File: src/rtl/scc_pkg.sv
// Shared fetch/decode definitions: address width, instruction word, HALT opcode fields, fetch FSM states.
// Pure declarations; no timing or flow control lives here.
package scc_pkg;

  localparam int ADDR_W = 16;
  localparam logic [ADDR_W-1:0] RESET_PC = 16'h0000;
  localparam int FIFO_DEPTH = 2;

  typedef logic [31:0] instr_t;

  localparam logic [1:0] OP_SYS_BRANCH = 2'b11;
  localparam logic [3:0] SYS_HALT      = 4'b1000;

  typedef enum logic [1:0] {RUN, HALT_PEND, HALTED} fetch_state_e;

  typedef struct packed {
    instr_t            instr;
    logic [ADDR_W-1:0] pc;
  } fetch_entry_t;

  localparam int ENTRY_W = $bits(fetch_entry_t);

  function automatic logic is_halt(input instr_t w);
    return (w[31:30] == OP_SYS_BRANCH) && (w[28:25] == SYS_HALT);
  endfunction

endpackage

File: src/rtl/fetch_fifo2.sv
// Two-entry fetch buffer with flush; head is a register, so it is stable while not popped.
// Push and pop may coincide; the caller's credit check keeps pushes off a full buffer.
module fetch_fifo2
  import scc_pkg::*;
(
  input  logic               clk,
  input  logic               rst_n,
  input  logic               flush,
  input  logic               push_vld,
  input  logic [ENTRY_W-1:0] push_dat,
  input  logic               pop_vld,
  output logic               head_vld,
  output logic [ENTRY_W-1:0] head_dat,
  output logic [1:0]         occupancy
);

  logic [ENTRY_W-1:0] head_q, head_d;
  logic [ENTRY_W-1:0] tail_q, tail_d;
  logic [1:0]         cnt_q, cnt_d;

  always_comb begin
    head_d = head_q;
    tail_d = tail_q;
    cnt_d  = cnt_q;
    if (flush) begin
      cnt_d = 2'd0;
    end else begin
      unique case ({push_vld, pop_vld})
        2'b10: begin
          if (cnt_q == 2'd0) head_d = push_dat;
          else               tail_d = push_dat;
          cnt_d = cnt_q + 2'd1;
        end
        2'b01: begin
          head_d = tail_q;
          cnt_d  = cnt_q - 2'd1;
        end
        2'b11: begin
          // Occupancy unchanged: new word either replaces a lone head or slides in behind it.
          if (cnt_q == 2'd1) begin
            head_d = push_dat;
          end else begin
            head_d = tail_q;
            tail_d = push_dat;
          end
        end
        default: ;
      endcase
    end
  end

  always_ff @(posedge clk) begin
    if (!rst_n) begin
      head_q <= '0;
      tail_q <= '0;
      cnt_q  <= 2'd0;
    end else begin
      head_q <= head_d;
      tail_q <= tail_d;
      cnt_q  <= cnt_d;
    end
  end

  assign head_vld  = (cnt_q != 2'd0);
  assign head_dat  = head_q;
  assign occupancy = cnt_q;

  no_push_when_full: assert property (@(posedge clk) disable iff (!rst_n)
    !(push_vld && !pop_vld && !flush && (cnt_q == 2'(FIFO_DEPTH))));

endmodule

File: src/rtl/instr_fetch.sv
// Fetch stage: PC, 1-cycle imem issue under a 2-credit window, redirect flush, HALT stop; 1 instr/cycle.
// Issue throttles when buffer + in-flight would exceed 2; if_instr/if_pc hold while ID stalls.
module instr_fetch
  import scc_pkg::*;
(
  input  logic              clk,
  input  logic              rst_n,
  output logic              imem_req,
  output logic [ADDR_W-1:0] imem_addr,
  input  logic [31:0]       imem_rdata,
  output logic              if_valid,
  output logic [31:0]       if_instr,
  output logic [ADDR_W-1:0] if_pc,
  input  logic              id_ready,
  input  logic              redirect_valid,
  input  logic [ADDR_W-1:0] redirect_pc,
  output logic              halted
);

  fetch_state_e      state_q, state_d;
  logic [ADDR_W-1:0] pc_q, pc_d;
  logic [ADDR_W-1:0] req_pc_q, req_pc_d;
  logic              inflight_q, inflight_d;
  logic              epoch_q, epoch_d;
  logic              req_epoch_q, req_epoch_d;
  logic              halted_q, halted_d;

  logic              pop, push, redirect;
  logic [2:0]        credit_use;
  logic [1:0]        occupancy;
  logic [ENTRY_W-1:0] head_raw;
  fetch_entry_t      push_ent, head_ent;

  assign pop        = if_valid && id_ready;
  assign redirect   = redirect_valid && (state_q != HALTED);
  assign credit_use = {1'b0, occupancy} + {2'b00, inflight_q} - {2'b00, pop};
  assign imem_req   = rst_n && (state_q == RUN) && !redirect_valid && (credit_use < 3'd2);
  assign imem_addr  = pc_q;

  // A response is kept only if no redirect has bumped the epoch since it was issued,
  // and nothing is buffered once a HALT has gone in.
  assign push     = inflight_q && (req_epoch_q == epoch_q) && !redirect && (state_q == RUN);
  assign push_ent = '{instr: imem_rdata, pc: req_pc_q};

  always_comb begin
    state_d     = state_q;
    pc_d        = pc_q;
    req_pc_d    = req_pc_q;
    req_epoch_d = req_epoch_q;
    epoch_d     = epoch_q;
    inflight_d  = imem_req;
    if (imem_req) begin
      pc_d        = pc_q + ADDR_W'(1);
      req_pc_d    = pc_q;
      req_epoch_d = epoch_q;
    end
    if (redirect) begin
      pc_d    = redirect_pc;
      epoch_d = !epoch_q;
    end
    unique case (state_q)
      RUN:       if (push && is_halt(imem_rdata)) state_d = HALT_PEND;
      HALT_PEND: begin
        if (pop && is_halt(head_ent.instr)) state_d = HALTED;
        else if (redirect)                  state_d = RUN;
      end
      default: ;
    endcase
    halted_d = (state_d == HALTED);
  end

  always_ff @(posedge clk) begin
    if (!rst_n) begin
      state_q     <= RUN;
      pc_q        <= RESET_PC;
      req_pc_q    <= '0;
      inflight_q  <= 1'b0;
      epoch_q     <= 1'b0;
      req_epoch_q <= 1'b0;
      halted_q    <= 1'b0;
    end else begin
      state_q     <= state_d;
      pc_q        <= pc_d;
      req_pc_q    <= req_pc_d;
      inflight_q  <= inflight_d;
      epoch_q     <= epoch_d;
      req_epoch_q <= req_epoch_d;
      halted_q    <= halted_d;
    end
  end

  fetch_fifo2 u_fifo (
    .clk       (clk),
    .rst_n     (rst_n),
    .flush     (redirect),
    .push_vld  (push),
    .push_dat  (push_ent),
    .pop_vld   (pop),
    .head_vld  (if_valid),
    .head_dat  (head_raw),
    .occupancy (occupancy)
  );

  assign head_ent = fetch_entry_t'(head_raw);
  assign if_instr = head_ent.instr;
  assign if_pc    = head_ent.pc;
  assign halted   = halted_q;

endmodule
File: config.mk
export PLATFORM = sky130hd
export DESIGN_NAME = instr_fetch
export DESIGN_NICKNAME = d
export VERILOG_FILES = /design/src/rtl/scc_pkg.sv /design/src/rtl/fetch_fifo2.sv /design/src/rtl/instr_fetch.sv
export SDC_FILE = /design/constraint.sdc
export NUM_CORES = 1
export LEC_CHECK = 0
export BUFFER_PORTS_ARGS = -buffer_cell sky130_fd_sc_hd__buf_2
export CORE_UTILIZATION = 40
export DETAILED_ROUTE_END_ITERATION = 12
export HOLD_SLACK_MARGIN = 0.08
export PLACE_DENSITY = 0.71
export SLEW_MARGIN = 40
export SYNTH_ARGS = -nofsm -noshare
export SYNTH_HDL_FRONTEND = slang
export SYNTH_SLANG_ARGS = --single-unit
File: constraint.sdc
create_clock -name clk -period 2.95 [get_ports clk]
set_input_delay 0.4425 -clock clk [delete_from_list [all_inputs] [get_ports clk]]
set_output_delay 0.4425 -clock clk [all_outputs]
set_load 0.02 [all_outputs]
# Yosys cells after proc, flatten, opt, wreduce, memory -nomap -nowiden
# Index checks and enable logic that the tools add are counted.
[totals] reg_bits=136 input_bits=52
[classes] add_sub_neg=5 magnitude_cmp=1 eq_ne=15 n_mux=13 bitwise_logic=2 reduce_logical=25
[ops] op="two-way mux 48 bit" n=4
[ops] op="one-hot mux 48 bit (3 select lines)" n=1
[ops] op="one-hot mux 48 bit (2 select lines)" n=1
[ops] op="two-way mux 16 bit" n=2
[ops] op="adder 16 x 1 -> 16 bit, second input constant" n=1
[ops] op="logical AND 1 bit" n=12
[ops] op="equality test 2 bit, second input constant" n=5
[ops] op="equality test 4 bit, second input constant" n=2
[ops] op="one-hot mux 2 bit (2 select lines)" n=2
[ops] op="nonzero test 2 bit" n=4
[ops] op="equality test 2 x 1 -> 1 bit, second input constant" n=3
[ops] op="two-way mux 2 bit" n=3
[ops] op="!= test 2 bit, second input constant" n=3
[ops] op="logical NOT 2 bit" n=2
[ops] op="AND reduction 4 bit" n=1
[ops] op="adder 2 x 1 -> 3 bit" n=1
[ops] op="logical NOT 1 bit" n=3
[ops] op="less-than comparator 3 x 2 -> 1 bit, second input constant" n=1
[ops] op="AND reduction 3 bit" n=1
[ops] op="nonzero test 3 bit" n=1
[ops] op="subtractor 3 x 1 -> 3 bit" n=1
[ops] op="adder 2 x 1 -> 2 bit, second input constant" n=1
[ops] op="!= test 2 x 1 -> 1 bit, second input constant" n=1
[ops] op="NOT 1 bit" n=2
[ops] op="other kinds (3)" n=3

# Longest topological paths before layout
[depth] depth_word=9 depth_mapped=14

# Cells and area by module
# Synthesis repeated with hierarchy kept, for this count alone.
[hier_totals] hier_cells=758 hier_area_um2=6470.0
[by_module_without_submodules] module="fetch_fifo2" instances=1 cells_each=541 area_each_um2=4652.0
[by_module_without_submodules] module="instr_fetch" instances=1 cells_each=217 area_each_um2=1818.0

# Worst setup path before layout
# No wires, ideal clock.
[synth_timing] path_kind="register to output" start="register u_fifo.cnt_q[1] (netlist: u_fifo.occupancy[1])" end="output imem_req" t_arrival_ns=2.758 setup_slack_ns=-0.250 path_stages_with_launch=13 path_buffers=1 cell_sequence="dfxtp_1 inv_1 ha_1 inv_1 nand2_1 inv_1 ha_1 nand2b_1 fa_1 xnor2_1 nand3_1 inv_1 clkbuf_1"
[synth_between] elab_chain_len=5 word_cells_on_any_way=6 cone_classes="2 x add/sub; 1 x order compare; 3 x reduce/logical"
[synth_lines] item="start, declared" line_no="fetch_fifo2.sv:19" text="logic [1:0] cnt_q, cnt_d;"
[synth_lines] item="start signal, assigned" line_no="fetch_fifo2.sv:60" text="cnt_q <= cnt_d;"
[synth_lines] item="nonzero test 2 bit" line_no="fetch_fifo2.sv:64" text="assign head_vld = (cnt_q != 2'd0);"
[synth_lines] item="net if_valid" line_no="instr_fetch.sv:11" text="output logic if_valid,"
[synth_lines] item="logical AND 1 bit" line_no="instr_fetch.sv:34" text="assign pop = if_valid && id_ready;"
[synth_lines] item="subtractor 3 x 1 -> 3 bit" line_no="instr_fetch.sv:36" text="assign credit_use = {1'b0, occupancy} + {2'b00, inflight_q} - {2'b00, pop};"
[synth_lines] item="less-than comparator 3 x 2 -> 1 bit" line_no="instr_fetch.sv:37" text="assign imem_req = rst_n && (state_q == RUN) && !redirect_valid && (credit_use < 3'd2);"
[synth_lines] item="logical AND 1 bit" line_no="instr_fetch.sv:37"
[synth_lines] item="end, declared" line_no="instr_fetch.sv:8" text="output logic imem_req,"
# The timed path passes the listed nets, and every way through them passes these cells.

# Worst setup path in the final report
[layout_timing] start="register u_fifo.cnt_q[1] (netlist: u_fifo.occupancy[1])" end="output imem_req"
[layout_between] elab_chain_len=5 word_cells_on_any_way=6 cone_classes="2 x add/sub; 1 x order compare; 3 x reduce/logical"
[layout_lines] item="branches (longest 2 deep; another with adder 2 x 1 -> 3 bit)"
[layout_lines] item="subtractor 3 x 1 -> 3 bit *" line_no="instr_fetch.sv:36"
[layout_lines] item="less-than comparator 3 x 2 -> 1 bit *" line_no="instr_fetch.sv:37"
[layout_lines] item="logical AND 1 bit *" line_no="instr_fetch.sv:37"
# Every way passes the cells marked *.

==> metrics.csv <==
metric;value;unit
Syn Area/Cell;8.41;sq um
post-detailed-placement cell area;6510;sq um
Setup crit end;imem_req;
TritonCTS clock tree;built;
GRT Total Usage;0.221;
smallest setup slack after layout;0.0876;ns
number of nets in the synthesized netlist;736;
cells traversed along the worst timing path;inv_2 > ha_4 > inv_2 > nand2_2 > inv_2 > ha_4 > nand2b_4 > fa_2 > and2_4 > nand3_4 > inv_2 > buf_6;
compound-cell area share of the yosys netlist;0.273;
synthesized-area fraction occupied by xor and xnor cells;0.0108;
net switching share of the total power;0.249;
core box area;13900;sq um
Via-to-Cell Ratio;5.56;
adder-cell area share of the yosys netlist;0.0189;
Yosys Warn Count;0;
count of distinct cell types in the synthesized netlist;48;
Post-Place Setup Slack;-0.0608;ns
CP max-delay cell;sky130_fd_sc_hd__fa_2;
share of the cycle needed by the critical path after routing;0.970;
end of the worst register-to-register path;imem_addr[12]$_SDFFE_PN0P_;
Total Nets Final;850;
number of H-tree levels;4;
relative contribution of sequential cells to total power;0.403;
first-pass GRT wire length;25400;microns
sum of routed wire length over all layers;15900;microns
number of clock sinks;136;
total non-filler cell area in the finished layout;7350;sq um
clock latency on the worst-skew pair;0.42;ns
vias in the first global route;5007;
clock slew at reported path FFs;0.06;ns
r2r setup slk;0.10;ns
count of cells along the worst hold path;3;
fraction of layout instances using a drive strength above 1;0.263;
number of violations reported at the end of detailed-routing iteration 0;395;
FF+latch count, synth;136;
maximum fanout encountered on the critical timing path;2;
total power per unit cell area;678;nW/um^2
Layout Area Growth over Synthesis;29.3;%
count of unresolved DRC violations after routing;0;
number of antenna violations at the first check in global routing;0;
Finish-stage setup viols;0;
total vias in the final route;5467;
final worst path period need;2.86;ns
total standard cell area after synthesis;5690;sq um
maximum single-stage delay on the critical path;0.51;ns
startpoint of the worst register-to-register path;u_fifo.occupancy[1]$_SDFFE_PP0P_;
Detailed Routing Iterations Pass 1;5;
largest family of logic cells by synthesized area;compound AO/OA/AOI/OAI gates;
Mapped Cells;676;
io pins;119;
max-slew violation count;0;
Clock Tree Buf Depth;2;
Routed Antenna Nets;0;
internal power;0.00375;W
launching instance or port of the critical path;u_fifo.occupancy[1]$_SDFFE_PP0P_;
final antenna diode count;0;
Clock Root Buffer;sky130_fd_sc_hd__clkbuf_16;
measured slew at the worst slew-check pin;0.641;ns
fraction of registers with async set or reset after synthesis;0;
vertical die dimension;121;microns
Static Leakage;2.88;nW
Filler cells;1322;
startpoint type of the worst setup path;register;
power dissipated by switching net loads;0.00124;W
kind of critical path;register to output pin;
full die area;14700;sq um
cell row count;43;
simple-gate share of the synthesized area;0.167;
Post-synth EDFFs;0;
Maximum Capacitance Violations;0;
Max Clk Rate;0.349;GHz
Required @ worst endpoint;2.51;ns
number of port buffers;118;
path class of the lowest-slack min-delay path;input pin to register;
share of synthesized area spent on multiplexers;0;
sort of element at the end of the critical path;output pin;
detailed-placement wirelength estimate;10100;microns
Worst slew margin;0.572;
clock power share;0.478;
setup TNS;0;ns
Die Width;121;microns
result of the run;completed;
Combinational Power Share;0.120;
WL/cell;16.2;microns
number of hold buffers added after cts;0;
CP dominant cell by count;sky130_fd_sc_hd__inv_2;
Worst Reg-to-Reg Cells;15;
initial core utilization;0.410;
pin count of the biggest net entering global routing;49;
total clock buffers created by CTS;17;
post-synthesis sequential area ratio;0.479;
GRT Residual Overflow;0;
largest voltage drop on the vdd net;0.377;mV
routability-driven placement congestion ratio;0.779;
worst-case clock skew;0.00653;ns
Critical Path AT;2.42;ns
Final Hold Vio Count;0;
post-route core utilization;0.530;
most used flip-flop cell after synthesis;sky130_fd_sc_hd__dfxtp_1;
[how the worst min path moves through the flow]
stage / startpoint / endpoint
2_1_floorplan: u_fifo.tail_q[0]$_SDFFE_PN0P_ / u_fifo.tail_q[0]$_SDFFE_PN0P_
3_3_place_gp: u_fifo.tail_q[34]$_SDFFE_PN0P_ / u_fifo.tail_q[34]$_SDFFE_PN0P_
3_5_place_dp: u_fifo.tail_q[17]$_SDFFE_PN0P_ / u_fifo.tail_q[17]$_SDFFE_PN0P_
4_1_cts: imem_rdata[29] / u_fifo.tail_q[45]$_SDFFE_PN0P_
5_1_grt: imem_rdata[22] / u_fifo.tail_q[38]$_SDFFE_PN0P_
6_report: imem_rdata[12] / u_fifo.tail_q[28]$_SDFFE_PN0P_
[flip-flops by register name (all words and copies together) (netlist names)]
signal / cells
req_pc_q: 16
epoch_q: 1
state_q: 2
inflight_q: 1
u_fifo.occupancy: 2
halted: 1
req_epoch_q: 1
imem_addr: 16
u_fifo.tail_q: 48
u_fifo.head_dat: 48
[per-layer routing]
metal	vias up	GRT usage	wire length, microns
li1	2689	-	-
met1	2583	0.292	7190
met2	164	0.349	7600
met3	31	0.0545	754
met4	0	0.0764	347
met5	-	0	0
[cell usage after synthesis (3+ instances only)]
cell type,instances,area [sq um]
sky130_fd_sc_hd__a211oi_1,50,375
sky130_fd_sc_hd__a21oi_1,103,515
sky130_fd_sc_hd__a22oi_1,49,368
sky130_fd_sc_hd__a31oi_1,13,81.3
sky130_fd_sc_hd__and2_1,3,18.8
sky130_fd_sc_hd__and3_1,6,37.5
sky130_fd_sc_hd__buf_1,5,18.8
sky130_fd_sc_hd__buf_2,18,90.1
sky130_fd_sc_hd__clkbuf_1,33,124
sky130_fd_sc_hd__dfxtp_1,136,2720
sky130_fd_sc_hd__ha_1,7,87.6
sky130_fd_sc_hd__inv_1,11,41.3
sky130_fd_sc_hd__nand2_1,142,533
sky130_fd_sc_hd__nand3_1,22,110
sky130_fd_sc_hd__nand4_1,4,25.0
sky130_fd_sc_hd__nor2_1,4,15.0
sky130_fd_sc_hd__o21ai_0,15,75.1
sky130_fd_sc_hd__o31ai_1,7,52.6
sky130_fd_sc_hd__or3_1,3,18.8
sky130_fd_sc_hd__or4_1,8,60.1
sky130_fd_sc_hd__xnor2_1,4,35.0
sky130_fd_sc_hd__xor2_1,3,26.3
[metrics by stage]
step,power (W),hold slack [ns],instances
finish,0.00499,0.267,983
global route,0.00517,0.265,983
CTS,0.00500,0.257,977
detailed placement,0.00261,0.446,941
global placement,0.00260,0.441,941
floorplan,0.00239,0.436,676
[logic make-up (layout without fill, tap and decap cells)]
group / after synthesis / in the layout
buf+inv: 70 / 197
xor+xnor: 7 / 7
fa+ha+maj: 8 / 8
simple gates: 208 / 208
flops: 136 / 136
compound gates: 247 / 247
[layout by cell type (no fill, tap or decap), types with 2 or more instances in the layout]
cell type                    synthesis  routed
sky130_fd_sc_hd__ha_4                0       2
sky130_fd_sc_hd__nor3_1              2       2
sky130_fd_sc_hd__buf_12              0       3
sky130_fd_sc_hd__buf_2              18     118
sky130_fd_sc_hd__o31ai_1             7       6
sky130_fd_sc_hd__a22oi_1            49      49
sky130_fd_sc_hd__buf_6               0       2
sky130_fd_sc_hd__nor2_1              4       4
sky130_fd_sc_hd__or3_1               3       3
sky130_fd_sc_hd__clkinv_4            0       2
sky130_fd_sc_hd__or4_1               8       7
sky130_fd_sc_hd__bufinv_16           0       5
sky130_fd_sc_hd__and3_1              6       6
sky130_fd_sc_hd__clkbuf_16           0      17
sky130_fd_sc_hd__inv_1              11       6
sky130_fd_sc_hd__xor2_1              3       3
sky130_fd_sc_hd__nor2b_1             2       2
sky130_fd_sc_hd__a31oi_1            13      12
sky130_fd_sc_hd__buf_4               2      30
sky130_fd_sc_hd__o21ai_0            15      15
sky130_fd_sc_hd__clkinvlp_4          0       2
sky130_fd_sc_hd__inv_2               0       6
sky130_fd_sc_hd__xnor2_1             4       3
sky130_fd_sc_hd__nand2_1           142     140
sky130_fd_sc_hd__dfxtp_2             0       2
sky130_fd_sc_hd__nand2_2             0       2
sky130_fd_sc_hd__nand4_1             4       4
sky130_fd_sc_hd__ha_1                7       5
sky130_fd_sc_hd__a211oi_1           50      50
sky130_fd_sc_hd__clkinv_2            0       2
sky130_fd_sc_hd__clkbuf_8            0       4
sky130_fd_sc_hd__dfxtp_1           136     134
sky130_fd_sc_hd__nand3_1            22      21
sky130_fd_sc_hd__a21oi_1           103     103
[critical path: cells and delay by family (launching register included)]
kind                     cells  cell delay, ns
buffers and inverters        5            0.38
adder cells (fa/ha/maj)      3            0.85
AND/OR/NAND/NOR              4            0.42
flip-flops                   1            0.33
[power by group through the flow]
stage               Clock [W]  Combinational (W)  Sequential (W)
detailed placement          0           0.000564         0.00204
floorplan                   0           0.000297         0.00210
finish                0.00238           0.000596         0.00201
global placement            0           0.000557         0.00204
CTS                   0.00241           0.000583         0.00200
global route          0.00250           0.000653         0.00202
[what timing repair did]
item                       4_1_cts  5_1_grt
pin swaps                        3        4
setup buffers                    4        5
setup endpoints to repair        8       10
cloned                           0        1
gates resized for setup         10       11
[layout make-up]
type / count / area [sq um] / area share
Clock buffer: 21 / 480 / 0.0653
Clock inverter: 11 / 193 / 0.0262
Inverter: 12 / 45.0 / 0.00613
Multi-Input combinational cell: 470 / 2790 / 0.379
Sequential cell: 136 / 2730 / 0.371
Tap cell: 180 / 225 / 0.0306
Timing Repair Buffer: 153 / 898 / 0.122
(Power assumes the default switching activity.)
